$ cat src/rtl/interp_fir_if.sv
// Sample stream bus for the interpolation FIR: one valid-qualified input
// sample and one valid-qualified output sample per clock.
interface interp_fir_if #(
  parameter int WIDTH = 32
);
  // Handshake: a beat transfers on any rising edge where its valid is 1.
  // There is no ready; both ends must accept every valid beat.
  logic             in_valid;
  logic [WIDTH-1:0] x;
  logic             out_valid;
  logic [WIDTH-1:0] y;

  modport master (output in_valid, output x, input out_valid, input y);
  modport slave  (input in_valid, input x, output out_valid, output y);
endinterface

$ cat src/rtl/interp_fir.sv
// 4-tap pipelined FIR interpolation filter: multiply, sum, then round,
// arithmetic-shift and saturate back to WIDTH. Latency 2 edges, 1 sample/cycle.
module interp_fir #(
  parameter int                     WIDTH = 32,
  parameter int                     CW    = 16,
  parameter logic signed [CW-1:0]   C0    = 1,
  parameter logic signed [CW-1:0]   C1    = 2,
  parameter logic signed [CW-1:0]   C2    = 1,
  parameter logic signed [CW-1:0]   C3    = 0,
  parameter int                     SHIFT = 1
) (
  input  logic        clk,
  input  logic        rst_n,
  input  logic        clr,
  interp_fir_if.slave bus
);

  localparam int PW = WIDTH + CW;
  localparam int SW = PW + 2;
  // One guard bit above the sum so the rounding add can never wrap.
  localparam int RW = SW + 1;
  localparam logic signed [RW-1:0] RND  = (RW'(1) << SHIFT) >> 1;
  localparam logic [WIDTH-1:0]     MAXV = {1'b0, {(WIDTH-1){1'b1}}};
  localparam logic [WIDTH-1:0]     MINV = {1'b1, {(WIDTH-1){1'b0}}};

  logic signed [WIDTH-1:0] d1_q, d1_d, d2_q, d2_d, d3_q, d3_d;
  logic signed [PW-1:0]    p0_q, p0_d, p1_q, p1_d, p2_q, p2_d, p3_q, p3_d;
  logic signed [SW-1:0]    sum_q, sum_d;
  logic                    v1_q, v1_d, v2_q, v2_d;
  logic                    out_valid_q, out_valid_d;
  logic [WIDTH-1:0]        y_q, y_d;

  logic signed [RW-1:0]    rnd;
  logic signed [RW-1:0]    shr;
  logic [RW-WIDTH:0]       top_bits;
  logic                    fits;
  logic [WIDTH-1:0]        sat;

  always_comb begin
    rnd      = RW'(sum_q) + RND;
    shr      = rnd >>> SHIFT;
    top_bits = shr[RW-1:WIDTH-1];
    // Value fits when every bit above the output MSB matches the sign.
    fits     = (&top_bits) | ~(|top_bits);
    if (fits) begin
      sat = shr[WIDTH-1:0];
    end else if (shr[RW-1]) begin
      sat = MINV;
    end else begin
      sat = MAXV;
    end
  end

  always_comb begin
    d1_d        = d1_q;
    d2_d        = d2_q;
    d3_d        = d3_q;
    p0_d        = p0_q;
    p1_d        = p1_q;
    p2_d        = p2_q;
    p3_d        = p3_q;
    sum_d       = SW'(p0_q) + SW'(p1_q) + SW'(p2_q) + SW'(p3_q);
    v1_d        = bus.in_valid;
    v2_d        = v1_q;
    out_valid_d = v2_q;
    y_d         = y_q;

    if (bus.in_valid) begin
      p0_d = PW'($signed(bus.x)) * PW'(C0);
      p1_d = PW'(d1_q) * PW'(C1);
      p2_d = PW'(d2_q) * PW'(C2);
      p3_d = PW'(d3_q) * PW'(C3);
      d1_d = $signed(bus.x);
      d2_d = d1_q;
      d3_d = d2_q;
    end

    if (v2_q) begin
      y_d = sat;
    end

    // Clear wins over a sample presented in the same cycle.
    if (clr) begin
      d1_d        = '0;
      d2_d        = '0;
      d3_d        = '0;
      p0_d        = '0;
      p1_d        = '0;
      p2_d        = '0;
      p3_d        = '0;
      sum_d       = '0;
      v1_d        = 1'b0;
      v2_d        = 1'b0;
      out_valid_d = 1'b0;
      y_d         = '0;
    end
  end

  always_ff @(posedge clk or negedge rst_n) begin
    if (!rst_n) begin
      d1_q        <= '0;
      d2_q        <= '0;
      d3_q        <= '0;
      p0_q        <= '0;
      p1_q        <= '0;
      p2_q        <= '0;
      p3_q        <= '0;
      sum_q       <= '0;
      v1_q        <= 1'b0;
      v2_q        <= 1'b0;
      out_valid_q <= 1'b0;
      y_q         <= '0;
    end else begin
      d1_q        <= d1_d;
      d2_q        <= d2_d;
      d3_q        <= d3_d;
      p0_q        <= p0_d;
      p1_q        <= p1_d;
      p2_q        <= p2_d;
      p3_q        <= p3_d;
      sum_q       <= sum_d;
      v1_q        <= v1_d;
      v2_q        <= v2_d;
      out_valid_q <= out_valid_d;
      y_q         <= y_d;
    end
  end

  assign bus.out_valid = out_valid_q;
  assign bus.y         = y_q;

endmodule

$ cat src/flat_wrapper.sv
// flat-port wrapper written by rule: the top's interface ports become plain ports
module interp_fir_flat 
#(
  parameter int                     WIDTH = 32,
  parameter int                     CW    = 16,
  parameter logic signed [CW-1:0]   C0    = 1,
  parameter logic signed [CW-1:0]   C1    = 2,
  parameter logic signed [CW-1:0]   C2    = 1,
  parameter logic signed [CW-1:0]   C3    = 0,
  parameter int                     SHIFT = 1
)
  (clk, rst_n, clr, bus_in_valid, bus_x, bus_out_valid, bus_y);
  interp_fir_if #(.WIDTH(WIDTH)) bus_i ();
  input  logic clk;
  input  logic rst_n;
  input  logic clr;
  input wire logic [$bits(bus_i.in_valid)-1:0] bus_in_valid;
  input wire logic [$bits(bus_i.x)-1:0] bus_x;
  output wire logic [$bits(bus_i.out_valid)-1:0] bus_out_valid;
  output wire logic [$bits(bus_i.y)-1:0] bus_y;
  assign bus_i.in_valid = bus_in_valid;
  assign bus_i.x = bus_x;
  assign bus_out_valid = bus_i.out_valid;
  assign bus_y = bus_i.y;
  interp_fir #(.WIDTH(WIDTH), .CW(CW), .C0(C0), .C1(C1), .C2(C2), .C3(C3), .SHIFT(SHIFT)) u_core (.clk(clk), .rst_n(rst_n), .clr(clr), .bus(bus_i));
endmodule
$ cat config.mk
export PLATFORM = sky130hd
export DESIGN_NAME = interp_fir_flat
export DESIGN_NICKNAME = d
export VERILOG_FILES = /design/src/rtl/interp_fir_if.sv /design/src/rtl/interp_fir.sv /design/src/flat_wrapper.sv
export SDC_FILE = /design/constraint.sdc
export NUM_CORES = 1
export LEC_CHECK = 0
export CAP_MARGIN = 5
export CORE_MARGIN = 10
export CORE_UTILIZATION = 30
export CTS_BUF_LIST = sky130_fd_sc_hd__clkbuf_8 sky130_fd_sc_hd__clkbuf_16
export DETAILED_ROUTE_END_ITERATION = 8
export PLACE_DENSITY = 0.58
export SKIP_LAST_GASP = 1
export SLEW_MARGIN = 20
export SYNTH_ARGS = -nofsm -noshare
export SYNTH_HDL_FRONTEND = slang
export SYNTH_SLANG_ARGS = --single-unit
$ cat constraint.sdc
create_clock -name clk -period 8.5 [get_ports clk]
set_clock_uncertainty 0.05 [all_clocks]
set_input_delay 1.7 -clock clk [delete_from_list [all_inputs] [get_ports clk]]
set_output_delay 1.7 -clock clk [all_outputs]
set_load 0.05 [all_outputs]
Word level (Yosys, flattened, before mapping)
Cells that the tools add are included.
Word-level totals
  register bits after elaboration: 341
  bits of input ports: 36
  logic and storage cells: 41
  output and inout bits: 33
Operators by class
  reductions and logical operators: 4
  multiplexer cells: 20
  bitwise gates (word level): 2
  $add $sub $neg: 4
Operators with widths (count)
  2-to-1 mux 48 bit: 8
  2-to-1 mux 32 bit: 8
  adder 50 x 2 -> 51 bit (second input constant): 1
  adder 49 x 48 -> 50 bit: 1
  adder 50 x 48 -> 50 bit: 1
  2-to-1 mux 50 bit: 1
  adder 48 x 48 -> 49 bit: 1
  AND reduction 19 bit: 1
  OR reduction 19 bit: 1
  nonzero test 2 bit: 2
  2-to-1 mux 1 bit: 3
  NOT 1 bit: 1
  bitwise OR 1 bit: 1

Longest topological paths before layout
  depth in word-level cells: 7
  gate-level depth with buffers: 12
  mapped depth without buffers: 12

Worst setup path before layout
Ideal clock, no wire load.
  kind: register to register
  start: register u_core.p2_q[1]
  end: register u_core.sum_q[33]
  period minus slack after synthesis: 3.557 ns
  path slack: 4.943 ns
  library setup time: 0.116 ns
  stages on the path, launching flop included: 13
  arrival: 3.391 ns
  required time: 8.334 ns
  cells stage by stage: dfrtp_1 -> fa_1 -> ha_1 -> inv_1 -> fa_1 -> nand2b_1 -> a21oi_1 -> o21ai_1 -> o31ai_1 -> a2111oi_0 -> nor3_1 -> nor2_1 -> o311ai_0
On the way
  word-level cells in the longest chain between the ends: 3
RTL lines
  from (decl): line interp_fir.sv:27  | logic signed [PW-1:0] p0_q, p0_d, p1_q, p1_d, p2_q, p2_d, p3_q, p3_d;
  from (signal assigned): line interp_fir.sv:119  | p2_q <= p2_d;
  adder 49 x 48 -> 50 bit: line interp_fir.sv:62  | sum_d = SW'(p0_q) + SW'(p1_q) + SW'(p2_q) + SW'(p3_q);
  adder 50 x 48 -> 50 bit: line interp_fir.sv:62
  2-to-1 mux 50 bit: line interp_fir.sv:83  | if (clr) begin
  net u_core.sum_d[33]: line interp_fir.sv:28  | logic signed [SW-1:0] sum_q, sum_d;
  to (signal assigned): line interp_fir.sv:121  | sum_q <= sum_d;
  to (decl): line interp_fir.sv:28
The timed path passes the listed nets, and every way through them passes these cells.
A chain may end at the register's enable or synchronous reset.

Final worst setup path
Same ends and word-level chain as after synthesis.

==> results.md <==
* Outcome: finished clean
* Initial Utilization at 0.305
* EDFF count, synth at 0
* Vias at 7,510
* Port buffer count at 68
* Layout fillers at 3,506
* Clock Latency Late Sink at 430 ps
* Via density at 4.92
* Unrepaired setup endpoints after global routing: no
* Syn_area_per_cell at 10.4 sq um
* Layout area overhead at 15.3%
* CP Capture Type: flip-flop
* Share of cells above drive strength 1 at 0.0831
* Mapped Cells at 1,019
* Die H at 208 microns
* Total track usage at 0.111
* Vias in the first global route at 7,586
* Critical path's slowest cell: o31ai_1
* Synth cell types at 71
* Sequential fraction of the synthesis area at 0.427
* Remaining DRCs at 0
* Global placement routability congestion at 0.880
* Setup Crit Path Kind: reg2reg
* Syn nets at 1,123
* Power Dens Cells at 167 nW/um^2
* Hold Violations, Final at 0
* Design Area, Final at 12,200 sq um
* Actual slew at the worst max-slew pin at 953 ps
* Pre-Repair DR Iteration Count at 5
* # setup viols final at 0
* Critical Path Most Common Cell: fa_1
* CTS Hold Bufs at 0
* Final HPWL DP at 17.1 mm
* Total global routing overflow at 0
* Core area at 34,700 sq um
* Max-Cap Viols at 0
* Depth of the CTS H-tree at 4
* Final Cycle Share at 0.485
* Drt total wl at 23.7 mm
* Yosys reg bits at 181
* CP delay by family, top: compound AO/OA/AOI/OAI gates
* Placed cell areas at 11,600 sq um
* WP data arrival at 4370 ps
* Largest net degree at the start of global routing at 100
* Rows at 68
* Drt initial violations at 610
* Layout Nets at 1,163
* Num CTS Buffers at 17
* First-pass GRT wire length at 40.8 mm
* Die Span X at 208 microns
* CTS tree: done
* Pins Over Slew Limit at 0
* Critical path buffer and inverter count at 1
* Commonest non-fill, non-tap cells in the layout: dfrtp_1, nor2_1, mux2i_1
* CP Cell Sequence: fa_1 -> ha_1 -> inv_1 -> fa_1 -> nand2b_1 -> a21oi_1 -> o21ai_1 -> o31ai_1 -> a2111oi_0 -> nor3_1 -> nor2_1 -> o311ai_0
* Number of synthesis warnings at 0
* Required time worst endpoint at 8750 ps
* Post-CTS setup buffer count at 0
* Top_reg_cell synth: dfrtp_1
* CTS root buffer: clkbuf_16
* Post-CTS sizing at 0
* Slew headroom at 0.365
* Crit path time final at 4120 ps
* Pleak at 5.64 nW
* Die area at 43,200 sq um
* Mapped cell area at 10,600 sq um
* Clock transition at path regs at 70 ps
* CP startpoint kind: flip-flop
* Min-Delay Path Class: reg2reg
* Peak VDD IR at 0.0983 mV
* Peak Freq at 0.243 GHz
* CTS Sinks at 181
* Worst Path Max Fanout at 6
* Setup TNS at 0 ps
* Io pins at 69
* Async S/R FF share, synth at 1.00
* Initial antenna violation count at 0
* Crit-path max cell delay at 660 ps
* Drt wl/cell at 15.5 microns
* Post-DRT Antenna Nets at 0
* Commonest non-fill, non-tap cell in the layout: dfrtp_1
* Ant. Diodes at 0
* CTS max path bufs at 2
[where the power goes]
part / switching (W) / total, W / internal, W / leakage [nW]
registers: 0.0000514 / 0.000959 / 0.000908 / 2.46
clock network: 0.000350 / 0.000785 / 0.000435 / 0.286
logic: 0.000182 / 0.000301 / 0.000120 / 2.90
[kinds of logic after synthesis]
family,synth area share
simple gates,0.166
flops,0.427
compound gates,0.132
mux,0.0916
buf+inv,0.0314
fa+ha+maj,0.104
xor+xnor,0.0479
[sequential cells by signal, summed over array words and instances, names as in the netlist]
signal	flops
u_core.bus.y	32
u_core.p2_q	32
u_core.sum_q	50
u_core.v1_q	1
u_core.p0_q	32
u_core.v2_q	1
u_core.p1_q	1
u_core.d2_q	31
u_core.bus.out_valid	1
[layer usage]
metal | global-route usage | share of wire | up-vias
li1 | - | - | 3724
met1 | 0.164 | 0.52 | 3614
met2 | 0.155 | 0.42 | 152
met3 | 0.0271 | 0.052 | 20
met4 | 0.0336 | 0.012 | 0
met5 | 0 | 0 | -
[area by class of cell]
class | instances | area (sq um) | share of cell area
clock buffers | 17 | 425 | 0.0348
well taps | 455 | 569 | 0.0466
inverters | 20 | 75.1 | 0.00614
clock inverters | 14 | 151 | 0.0124
flip-flops and latches | 181 | 4530 | 0.371
multi-input cells | 765 | 5750 | 0.470
repair buffers | 74 | 726 | 0.0594
[worst paths after layout]
kind / start / to / slack [ps] / cells after the start
worst min-delay path: u_core.v1_q / u_core.v2_q / 440 / 1
max in group asynchronous: rst_n / u_core.bus.y[2] / 5790 / 2
min in group asynchronous: rst_n / u_core.p0_q[8] / 1320 / 1
worst min register to register: u_core.v1_q / u_core.v2_q / 440 / 1
worst max register to register: u_core.p2_q[1] / u_core.sum_q[33] / 4380 / 12
worst max-delay path: u_core.p2_q[1] / u_core.sum_q[33] / 4380 / 12
[stage by stage]
step | util | hold slack (ps) | setup slack [ps] | std cells | total power [W]
finish | 0.352 | 443 | 4380 | 1526 | 0.00205
global route | 0.352 | 470 | 3990 | 1526 | 0.00215
CTS | 0.352 | 445 | 4350 | 1526 | 0.00208
detailed placement | 0.335 | 428 | 4390 | 1495 | 0.00128
global placement | 0.335 | 402 | 4480 | 1495 | 0.00128
floorplan | - | 389 | 4940 | 1019 | 0.00117
[Yosys cell counts (all sizes together), types with 3 or more instances]
library cell  instances  area, sq um
o21bai                6         45.0
ha                   35          438
a21oi                33          165
a21o                 13         97.6
nor2                153          574
a31oi                 6         43.8
or2                   3         18.8
nand2                67          269
and3                 14         87.6
xnor2                24          210
o41ai                10         87.6
nand2b                4         25.0
nand3                30          150
inv                  20         75.1
a2111oi               3         38.8
clkbuf               28          109
and4                  9         78.8
o21ai                30          150
o21a                  4         30.0
o31ai                 5         51.3
nor4                  9         71.3
o211ai               35          418
xor2                 34          298
nand4                25          156
or3                   6         37.5
fa                   33          661
buf                  25          149
mux2i                97          971
dfrtp               181         4530
nor2b                 8         50.1
nor3                 19         95.1
a211oi                6         45.0
and2                 10         63.8
Note: power is estimated with default switching activity, not from simulation.
